<file path="config.mk">
export PLATFORM = sky130hd
export DESIGN_NAME = nvram_upload_server
export DESIGN_NICKNAME = d
export VERILOG_FILES = /design/src/rtl/nvram_upload_server.sv
export SDC_FILE = /design/constraint.sdc
export NUM_CORES = 1
export LEC_CHECK = 0
export ABC_CLOCK_PERIOD_IN_PS = 2100
export BUFFER_PORTS_ARGS = -buffer_cell sky130_fd_sc_hd__clkbuf_2
export CAP_MARGIN = 40
export CORE_MARGIN = 2
export CORE_UTILIZATION = 45
export DETAILED_ROUTE_END_ITERATION = 10
export HOLD_SLACK_MARGIN = 0.06
export PLACE_DENSITY = 0.69
export SYNTH_ARGS = -nofsm -noshare
export SYNTH_HDL_FRONTEND = slang
export SYNTH_SLANG_ARGS = --single-unit
</file>
<file path="constraint.sdc">
create_clock -name clk_sys -period 2.1 [get_ports clk_sys]
set_input_delay 0.21 -clock clk_sys [delete_from_list [all_inputs] [get_ports clk_sys]]
set_output_delay 0.21 -clock clk_sys [all_outputs]
set_load 0.01 [all_outputs]
</file>
<file path="src/rtl/nvram_upload_server.sv">
// nvram_upload_server: answers HPS NVRAM upload reads from the shared CMOS RAM
// read port (CPU has priority) and tracks NVRAM dirtiness, raising a one-shot
// save request once the CPU has been write-quiet for SAVE_FRAMES frames.
module nvram_upload_server #(
  parameter int          ADDR_W      = 10,
  parameter int          DATA_W      = 4,
  parameter int          NV_INDEX    = 4,
  parameter int          RAM_LAT     = 1,
  parameter int          SAVE_FRAMES = 120,
  parameter logic [3:0]  PAD         = 4'hF
) (
  input  logic              clk_sys,
  input  logic              reset_n,
  input  logic              ioctl_upload,
  input  logic [7:0]        ioctl_index,
  input  logic              ioctl_rd,
  input  logic [24:0]       ioctl_addr,
  output logic [7:0]        ioctl_din,
  output logic              ioctl_wait,
  input  logic              cpu_busy,
  input  logic              cpu_we,
  output logic [ADDR_W-1:0] ram_addr,
  output logic              ram_rd,
  input  logic [DATA_W-1:0] ram_q,
  input  logic              vblank,
  output logic              dirty,
  output logic              save_req
);

  localparam int CNT_W = $clog2(SAVE_FRAMES + 1);

  typedef enum logic [1:0] {IDLE, ARB, READ, DONE} state_t;

  state_t            state, state_next;
  logic [ADDR_W-1:0] addr, addr_next;
  logic              oob, oob_next;
  logic [1:0]        lat_cnt, lat_cnt_next;
  logic [7:0]        cap, cap_next;
  logic [7:0]        din_next;
  logic              wait_next;
  logic              rd_next;
  logic [ADDR_W-1:0] ram_addr_next;
  logic [7:0]        ram_byte;

  logic              nv_sel;
  logic              req;
  logic              oob_req;

  assign nv_sel  = (ioctl_index == 8'(NV_INDEX));
  assign req     = ioctl_rd & ioctl_upload & nv_sel;
  assign oob_req = |(ioctl_addr >> ADDR_W);

  // Widen the RAM word to the uploaded byte; narrow RAMs get the pad nibble on top.
  generate
    if (DATA_W == 4) begin : g_nibble
      assign ram_byte = {PAD, ram_q};
    end else begin : g_byte
      assign ram_byte = ram_q[7:0];
    end
  endgenerate

  // State and registered outputs of the upload read machine.
  always_ff @(posedge clk_sys or negedge reset_n) begin
    if (!reset_n) begin
      state      <= IDLE;
      addr       <= '0;
      oob        <= 1'b0;
      lat_cnt    <= 2'd0;
      cap        <= 8'h00;
      ioctl_din  <= 8'h00;
      ioctl_wait <= 1'b0;
      ram_rd     <= 1'b0;
      ram_addr   <= '0;
    end else begin
      state      <= state_next;
      addr       <= addr_next;
      oob        <= oob_next;
      lat_cnt    <= lat_cnt_next;
      cap        <= cap_next;
      ioctl_din  <= din_next;
      ioctl_wait <= wait_next;
      ram_rd     <= rd_next;
      ram_addr   <= ram_addr_next;
    end
  end

  // Next-state and next-output decode. An out-of-range request passes through
  // ARB without touching the RAM so that ioctl_wait is seen high for one cycle.
  always_comb begin
    state_next    = state;
    addr_next     = addr;
    oob_next      = oob;
    lat_cnt_next  = lat_cnt;
    cap_next      = cap;
    din_next      = ioctl_din;
    wait_next     = ioctl_wait;
    rd_next       = 1'b0;
    ram_addr_next = ram_addr;
    case (state)
      IDLE: begin
        if (req) begin
          addr_next  = ioctl_addr[ADDR_W-1:0];
          oob_next   = oob_req;
          state_next = ARB;
        end
      end
      ARB: begin
        wait_next = 1'b1;
        if (oob) begin
          cap_next   = 8'hFF;
          state_next = DONE;
        end else if (!cpu_busy) begin
          rd_next       = 1'b1;
          ram_addr_next = addr;
          lat_cnt_next  = 2'd0;
          state_next    = READ;
        end
      end
      READ: begin
        if (lat_cnt == 2'(RAM_LAT - 1)) begin
          cap_next   = ram_byte;
          state_next = DONE;
        end else begin
          lat_cnt_next = lat_cnt + 2'd1;
        end
      end
      DONE: begin
        din_next   = cap;
        wait_next  = 1'b0;
        state_next = IDLE;
      end
      default: state_next = IDLE;
    endcase
  end

  logic             vblank_d;
  logic             upload_d;
  logic [CNT_W-1:0] frame_cnt;
  logic             vb_rise;
  logic             up_fall;

  assign vb_rise = vblank & ~vblank_d;
  assign up_fall = upload_d & ~ioctl_upload & nv_sel;

  // Dirty flag and write-quiet frame counter; a CPU write beats an upload end.
  always_ff @(posedge clk_sys or negedge reset_n) begin
    if (!reset_n) begin
      vblank_d  <= 1'b0;
      upload_d  <= 1'b0;
      frame_cnt <= '0;
      dirty     <= 1'b0;
      save_req  <= 1'b0;
    end else begin
      vblank_d <= vblank;
      upload_d <= ioctl_upload;
      save_req <= 1'b0;
      if (cpu_we) begin
        dirty     <= 1'b1;
        frame_cnt <= '0;
      end else if (up_fall) begin
        dirty     <= 1'b0;
        frame_cnt <= '0;
      end else if (dirty && vb_rise && (frame_cnt < CNT_W'(SAVE_FRAMES))) begin
        frame_cnt <= frame_cnt + 1'b1;
        if (frame_cnt == CNT_W'(SAVE_FRAMES - 1)) begin
          save_req <= 1'b1;
        end
      end
    end
  end

endmodule

</file>
==> results of run 1 <==
cells by family (layout without fill, tap and decap cells):
group | Yosys count | in the layout | share of synthesized area (%)
xor gates and xnor gates | 5 | 5 | 2.00
DFF | 48 | 48 | 54.9
and+or+nand+nor | 45 | 45 | 12.6
AOI/OAI and AO/OA | 20 | 20 | 6.24
muxes | 27 | 27 | 15.4
adders and majority gates | 7 | 7 | 4.00
buffers and inverters | 22 | 90 | 4.80
metrics by stage:
step | area [µm²] | worst slack, ns | utilization, % | hold WS (ns) | power, mW
after global routing | 2690 | 0.0270 | 57.4 | 0.0983 | 2.47
final | 2690 | 0.206 | 57.4 | 0.0990 | 2.31
after floorplan | 2190 | 0.292 | - | -0.0856 | 1.48
after global placement | 2550 | 0.265 | 54.3 | 0.231 | 1.65
after CTS | 2690 | 0.193 | 57.4 | 0.0886 | 2.35
after detailed placement | 2550 | 0.204 | 54.3 | 0.231 | 1.66
power by group through the flow:
| stage | registers (mW) | clock network, mW | logic (mW) |
|---|---|---|---|
| after floorplan | 1.12 | 0 | 0.362 |
| after global placement | 1.12 | 0 | 0.533 |
| after detailed placement | 1.12 | 0 | 0.545 |
| after CTS | 1.10 | 0.694 | 0.555 |
| after global routing | 1.11 | 0.732 | 0.619 |
| final | 1.10 | 0.672 | 0.545 |
layout make-up:
cell class / instances / area, µm²
inverters: 12 / 45.0
well taps: 54 / 67.6
multi-input cells: 104 / 881
repair buffers: 70 / 383
clock inverters: 3 / 46.3
fillers: 399 / 2000
clock buffers: 5 / 68.8
flip-flops and latches: 48 / 1200
metal layers:
metal	track usage, %	vias to the layer above	part of all wire, %
met5	0	-	0
met4	4.85	0	0.32
met3	4.94	2	4.7
met2	27.8	39	52
met1	19.6	723	43
li1	-	739	-
what timing repair did:
action,in CTS,in global routing
gates resized for setup,0,0
setup buffers,0,0
hold endpoints to repair,23,0
hold buffers,3,0
synthesized netlist by cell type, drive strengths merged (4+ instances only):
library cell / count / area [µm²]
dfrtp: 48 / 1200
nor3: 4 / 20.0
nand2: 5 / 18.8
inv: 12 / 45.0
nand4: 5 / 37.5
buf: 7 / 48.8
nor2: 13 / 48.8
xor2: 5 / 43.8
ha: 7 / 87.6
mux2: 26 / 327
a21oi: 5 / 25.0
nor4: 5 / 46.3
a31oi: 5 / 31.3
worst max-delay path by stage:
stage	startpoint	to	slack [ns]	cells after the start
2_1_floorplan	state[1]	ram_addr[0]	0.29	7
3_3_place_gp	state[1]	ram_addr[4]	0.26	6
3_5_place_dp	state[1]	ram_addr[6]	0.20	6
4_1_cts	state[1]	ram_addr[6]	0.19	6
5_1_grt	state[1]	ram_addr[2]	0.03	6
6_report	state[1]	ram_addr[8]	0.21	6
state kept, by name (all words and copies together) (netlist names):
signal,flops
frame_cnt,7
ram_rd,1
oob,1
ioctl_wait,1
vblank_d,1
ioctl_din,5
dirty,1
lat_cnt,2
save_req,1
upload_d,1
ram_addr,10
state,2
addr,10
cap,5
critical path: stages (launching register included):
cell     delay (ns)
dfrtp_1        0.43
inv_1          0.12
ha_1           0.28
inv_1          0.08
nor3_1         0.25
buf_4          0.25
mux2_2         0.35
==> impl_metrics.ini, run 1 <==
[clock_network]
path_clk_slew_ns = 0.08
cts.root.buffer_cell = clkbuf_8
clock-sinks = 48
clkLatencyLatePin_ns = 0.31
cts_made_buffers = 5
cts_buffer_depth = 2
cts_htree_levels = 2
cts_tree = done

[die]
dieArea_um2 = 5430
die_w_um = 73.7
die_h_um = 73.7
num_io_pins = 66
rows = 25
fp.coreArea_um2 = 4690
initial_core_util_pct = 46.6

[setup_path]
endpoint_kind = flip-flop
timing.rr.end = ram_addr[8]
cp-start-kind = flip-flop
path_class = flip-flop to flip-flop
r2r_start = state[1]
worstPathRequired_ns = 2.29
rr_worst_depth = 6
r2r_slack_ns = 0.21
crit_path_max_fanout = 11
cp.arrival_ns = 2.08

[pwr]
swShare_pct = 29.0
intPower_mw = 1.64
p_comb_share_pct = 23.6
seqPwrFrac_pct = 47.4
leakagePower_nw = 1.38
pwr-share-clk_pct = 29.0
p_per_area_nw_per_um2 = 859
p_switching_mw = 0.670
ir_drop_uv = 501

[global_route]
antenna_found_initial = 0
grt_pass1_vias = 1547
grt_first_pass_wirelength_um = 6640
grt_usage_pct = 16.2
grt_max_degree = 28
grt-ovfl-total = 0

[run_status]
status = complete, no violations

[placed_design]
dp_cells = 285
dp_hpwl_um = 3090
port_buffers = 65
place.gp.congestion = 0.791

[synth]
yosys_warnings = 0
ys.flop_type = dfrtp_1
avgSynthCellArea_um2 = 12.6
ys_ff_latch = 48
synth.net_count = 225
synth_cell_types = 37
syn_inst = 174
synth_edf_count = 0
yosysSeqAreaShare_pct = 54.9
synthArstFlopShare_pct = 100
syn_area_um2 = 2190

[cells_and_area]
layout_common_cells = clkbuf_2, dfrtp_1, mux2_2, nor2_1, inv_1
nets = 292
diodes = 0
layout.cells.non_filler = 296
mostFrequentLayoutCell = clkbuf_2
syn_to_final_growth_pct = 23.1
drive_above_1_share_pct = 43.8

[detailed_routing]
wl_per_cell_um = 13.5
ant_nets = 0
routed_wl_um = 4000
first_iter_violations = 81
drc = 0
num_vias = 1503
viasPerCell = 5.08
drt_pass1_iterations = 4

[timing]
slew-limit-headroom_pct = 61.7
fmax_ghz = 0.528
clock_skew_ns = 0.00880
setup_viol = 0
drv_slew = 0
tns_ns = 0
hold_violations = 0
rsz0062_at_grt = no
min_period_ns = 1.89
finalCritPeriodShare_pct = 90.2
worst_pin_slew_ns = 0.575

[hold_path]
holdPathEnd = dirty
min_from = cpu_we
hold_path.class = primary input to flip-flop
min_path_cells = 2

[run]
drv_cap = 0
No activity file was read; power rests on OpenSTA's default activity.
==> run 2, diff against run 1 <==
--- a/config.mk
+++ b/config.mk
@@ -9,10 +9,10 @@
 export BUFFER_PORTS_ARGS = -buffer_cell sky130_fd_sc_hd__clkbuf_2
 export CAP_MARGIN = 40
 export CORE_MARGIN = 2
-export CORE_UTILIZATION = 45
+export CORE_UTILIZATION = 51
 export DETAILED_ROUTE_END_ITERATION = 10
 export HOLD_SLACK_MARGIN = 0.06
-export PLACE_DENSITY = 0.69
+export PLACE_DENSITY = 0.77
 export SYNTH_ARGS = -nofsm -noshare
 export SYNTH_HDL_FRONTEND = slang
 export SYNTH_SLANG_ARGS = --single-unit
==> impl_metrics.ini, run 2 (synthesis results as in run 1) <==
[cells_and_area]
mostFrequentLayoutCell = clkbuf_2
diodes = 0
nets = 292
drive_above_1_share_pct = 43.6
layout_common_cells = clkbuf_2, dfrtp_1, mux2_2, nor2_1, inv_1
final_util_pct = 65.4
fillerInstances = 326
final_area_um2 = 2650
syn_to_final_growth_pct = 21.3
largestRegisters = addr (10), ram_addr (10), frame_cnt (7)

[setup_path]
cp-start-kind = flip-flop
r2r_slack_ns = 0.27
crit_path_max_fanout = 9
cp.arrival_ns = 2.05
rr_worst_depth = 6
r2r_start = state[0]
path_class = flip-flop to flip-flop
endpoint_kind = flip-flop
timing.rr.end = cap[1]
worstPathRequired_ns = 2.32

[clock_network]
cts.root.buffer_cell = clkbuf_8
path_clk_slew_ns = 0.08
cts_made_buffers = 5
cts_htree_levels = 2
cts_hold_repair.buffers = 3
cts_tree = done
cts_buffer_depth = 2
clkLatencyLatePin_ns = 0.30
cts_resized = 0
post_cts_buffers = 0
clock-sinks = 48

[timing]
min_period_ns = 1.83
slew-limit-headroom_pct = 57.7
hold_violations = 0
drv_slew = 0
clock_skew_ns = 0.00663
rsz0062_at_grt = no
setup_viol = 0
worst_slack_ns = 0.267
tns_ns = 0
finalCritPeriodShare_pct = 87.3
fmax_ghz = 0.546
worst_pin_slew_ns = 0.635

[detailed_routing]
num_vias = 1507
routed_wl_um = 4050
drc = 0
viasPerCell = 5.18
wl_per_cell_um = 13.9
ant_nets = 0
drt_pass1_iterations = 4
first_iter_violations = 69

[global_route]
grt_usage_pct = 18.2
antenna_found_initial = 0
grt_first_pass_wirelength_um = 6940
grt-ovfl-total = 0
grt_pass1_vias = 1623
grt_max_degree = 26

[placed_design]
dp_hpwl_um = 3120
place.gp.congestion = 0.824
postPlaceCellArea_um2 = 2540
port_buffers = 65
dp_slack_ns = 0.300

[die]
dieArea_um2 = 4830
num_io_pins = 66
fp.coreArea_um2 = 4060
die_h_um = 69.5
rows = 23
initial_core_util_pct = 53.9
die_w_um = 69.5

[hold_path]
hold_path.class = primary input to flip-flop
min_path_cells = 2
holdPathEnd = dirty
min_from = cpu_we

[run]
drv_cap = 0

[pwr]
power_mw = 2.16
leakagePower_nw = 1.37
p_per_area_nw_per_um2 = 813
ir_drop_uv = 553

[run_status]
status = complete, no violations
run 2: cell count changes in the layout (fill, tap and decap cells not counted):
cell       delta
bufinv_16     -1
clkinv_2      +1
inv_6         -1
run 2: layout make-up:
class	instances	area (µm²)	area share, %
multi-input cells	104	881	33.2
flip-flops and latches	48	1200	45.3
clock buffers	5	68.8	2.59
inverters	12	45.0	1.70
well taps	50	62.6	2.36
clock inverters	2	12.5	0.471
repair buffers	70	383	14.4
run 2: layer usage:
| layer | track usage (%) | wire length [µm] | vias to the layer above |
|---|---|---|---|
| li1 | - | - | 738 |
| met1 | 20.4 | 1650 | 717 |
| met2 | 32.5 | 2120 | 47 |
| met3 | 5.38 | 225 | 5 |
| met4 | 6.54 | 57 | 0 |
| met5 | 0 | 0 | - |
run 2: power breakdown:
group,internal [mW],switching (mW),total (mW)
logic,0.254,0.291,0.544
registers,1.03,0.0679,1.10
clock network,0.226,0.289,0.514
run 2: critical path, stage by stage (launching register included):
cell and delay (ns):
dfrtp_1 0.42, inv_1 0.13, ha_1 0.35, mux2i_1 0.14
a21oi_1 0.47, nor2_1 0.07, a31oi_1 0.16
run 2: how the worst max path moves through the flow:
stage                         from     endpoint  slack [ns]  depth (start not counted)
after floorplan           state[1]  ram_addr[0]        0.29                          7
after global placement    state[1]  ram_addr[7]        0.34                          6
after detailed placement  state[1]  ram_addr[1]        0.30                          6
after CTS                 state[0]       cap[1]        0.28                          6
after global routing      state[0]       cap[3]        0.06                          6
final                     state[0]       cap[1]        0.27                          6
run 2: through the flow:
stage / hold WS (ns) / cells
finish: 0.114 / 291
floorplan: -0.0856 / 174
detailed placement: 0.254 / 281
global route: 0.126 / 291
global placement: 0.249 / 281
CTS: 0.0977 / 291
==> run 3, diff against run 2 <==
--- a/config.mk
+++ b/config.mk
@@ -5,14 +5,14 @@
 export SDC_FILE = /design/constraint.sdc
 export NUM_CORES = 1
 export LEC_CHECK = 0
-export ABC_CLOCK_PERIOD_IN_PS = 2100
+export ABC_CLOCK_PERIOD_IN_PS = 1800
 export BUFFER_PORTS_ARGS = -buffer_cell sky130_fd_sc_hd__clkbuf_2
 export CAP_MARGIN = 40
 export CORE_MARGIN = 2
 export CORE_UTILIZATION = 51
 export DETAILED_ROUTE_END_ITERATION = 10
 export HOLD_SLACK_MARGIN = 0.06
-export PLACE_DENSITY = 0.77
+export PLACE_DENSITY = 0.86
 export SYNTH_ARGS = -nofsm -noshare
 export SYNTH_HDL_FRONTEND = slang
 export SYNTH_SLANG_ARGS = --single-unit
==> constraint.sdc (replaced) <==
create_clock -name clk_sys -period 1.8 [get_ports clk_sys]
set_input_delay 0.18 -clock clk_sys [delete_from_list [all_inputs] [get_ports clk_sys]]
set_output_delay 0.18 -clock clk_sys [all_outputs]
set_load 0.01 [all_outputs]
==> impl_metrics.ini, run 3 (synthesis results as in run 1) <==
[run_status]
status = complete, no violations

[detailed_routing]
first_iter_violations = 97
drc = 0
ant_nets = 0
viasPerCell = 5.26
num_vias = 1558
routed_wl_um = 4380
wl_per_cell_um = 14.8
drt_pass1_iterations = 4

[clock_network]
cts_tree = done
clock-sinks = 48
clkLatencyLatePin_ns = 0.31
cts_htree_levels = 2
cts_buffer_depth = 2
path_clk_slew_ns = 0.09
cts.root.buffer_cell = clkbuf_8
cts_made_buffers = 5

[global_route]
grt_usage_pct = 19.8
use_met1_pct = 23.4
grt-ovfl-total = 0
grt_max_degree = 24
grt_pass1_vias = 1617
met2_usage_pct = 33.3
grt-busiest-layer = met2
met3_usage_pct = 5.96
antenna_found_initial = 0
grt_first_pass_wirelength_um = 7430

[die]
die_w_um = 69.5
rows = 23
die_h_um = 69.5
fp.coreArea_um2 = 4060
initial_core_util_pct = 53.9
num_io_pins = 66
dieArea_um2 = 4830

[cells_and_area]
final_util_pct = 67.3
diodes = 0
mostFrequentLayoutCell = clkbuf_2
fillerInstances = 302
layout_common_cells = clkbuf_2, dfrtp_1, mux2_2, nor2_1, inv_1
largestRegisters = addr (10), ram_addr (10), frame_cnt (7)
nets = 296
ff_latch_area_um2 = 1200
syn_to_final_growth_pct = 24.8
drive_above_1_share_pct = 45.5
final_area_um2 = 2730
multi_input_area_um2 = 892

[setup_path]
endpoint_kind = flip-flop
cp-start-kind = flip-flop
crit_path_max_fanout = 11
worstPathRequired_ns = 1.99
r2r_slack_ns = 0.1
cp.arrival_ns = 1.90
path_class = flip-flop to flip-flop

[timing]
hold_violations = 0
tns_ns = 0
worst_pin_slew_ns = 0.545
slew-limit-headroom_pct = 63.6
drv_slew = 0
min_period_ns = 1.70
rsz0062_at_grt = no
setup_viol = 0
clock_skew_ns = 0.00830
finalCritPeriodShare_pct = 94.6
fmax_ghz = 0.587

[placed_design]
postPlaceCellArea_um2 = 2560
dp_hpwl_um = 3420
place.gp.congestion = 0.820
port_buffers = 65

[pwr]
pwr-share-clk_pct = 29.2
intPower_mw = 1.98
p_comb_share_pct = 24.8
swShare_pct = 28.9
power_mw = 2.79
p_per_area_nw_per_um2 = 1020
leakagePower_nw = 1.40
seqPwrFrac_pct = 46.0
ir_drop_uv = 476
p_switching_mw = 0.806

[run]
drv_cap = 0

[hold_path]
hold_path.class = primary input to flip-flop
==> run 3: path summary, 6_finish.rpt <==
check | from | endpoint | cells past startpoint
min in group asynchronous | reset_n | frame_cnt[1] | 2
max | state[1] | ram_addr[9] | 6
min reg2reg | cap[6] | cap[6] | 1
min | ioctl_addr[2] | addr[2] | 2
max in group asynchronous | reset_n | addr[4] | 3
max reg2reg | state[1] | ram_addr[9] | 6
==> run 3: cell type report <==
| cell class | count | share of cell area (%) |
|---|---|---|
| repair buffers | 74 | 14.9 |
| well taps | 50 | 2.29 |
| multi-input cells | 104 | 32.7 |
| clock buffers | 6 | 3.03 |
| clock inverters | 2 | 1.42 |
| flip-flops and latches | 48 | 44.0 |
| inverters | 12 | 1.65 |
==> run 3: per-layer routing <==
layer / part of all wire (%) / vias up
met1: 42 / 737
met3: 6.1 / 11
met4: 2.7 / 0
met2: 50 / 58
li1: - / 752
met5: 0 / -
==> run 3: power by group through the flow <==
| stage | Combinational [mW] | Sequential [mW] | Clock, mW |
|---|---|---|---|
| global placement | 0.645 | 1.30 | 0 |
| global route | 0.770 | 1.30 | 0.887 |
| floorplan | 0.423 | 1.31 | 0 |
| finish | 0.692 | 1.28 | 0.815 |
| detailed placement | 0.681 | 1.31 | 0 |
| CTS | 0.691 | 1.28 | 0.832 |
==> run 3: what timing repair did <==
action                                  4_1_cts  5_1_grt
hold endpoints to repair                     24        0
buffers inserted                              0        0
endpoints found under the setup margin        0       15
resized for setup                             0        3
hold buffers                                  4        0
==> run 3: metrics by stage <==
stage	hold slack, ns	instances	worst slack [ns]
finish	0.0952	296	0.0968
global route	0.0847	296	0.00651
CTS	0.0862	296	0.0574
detailed placement	0.184	284	0.0705
global placement	0.180	284	0.145
floorplan	-0.116	174	0.0269
==> run 3: worst max-delay path, stage by stage, from the launching register on <==
cell and delay [ns]:
dfrtp_1 0.42, inv_1 0.12, ha_2 0.21, inv_1 0.07, nor3_2 0.24, buf_6 0.19, mux2_2 0.34
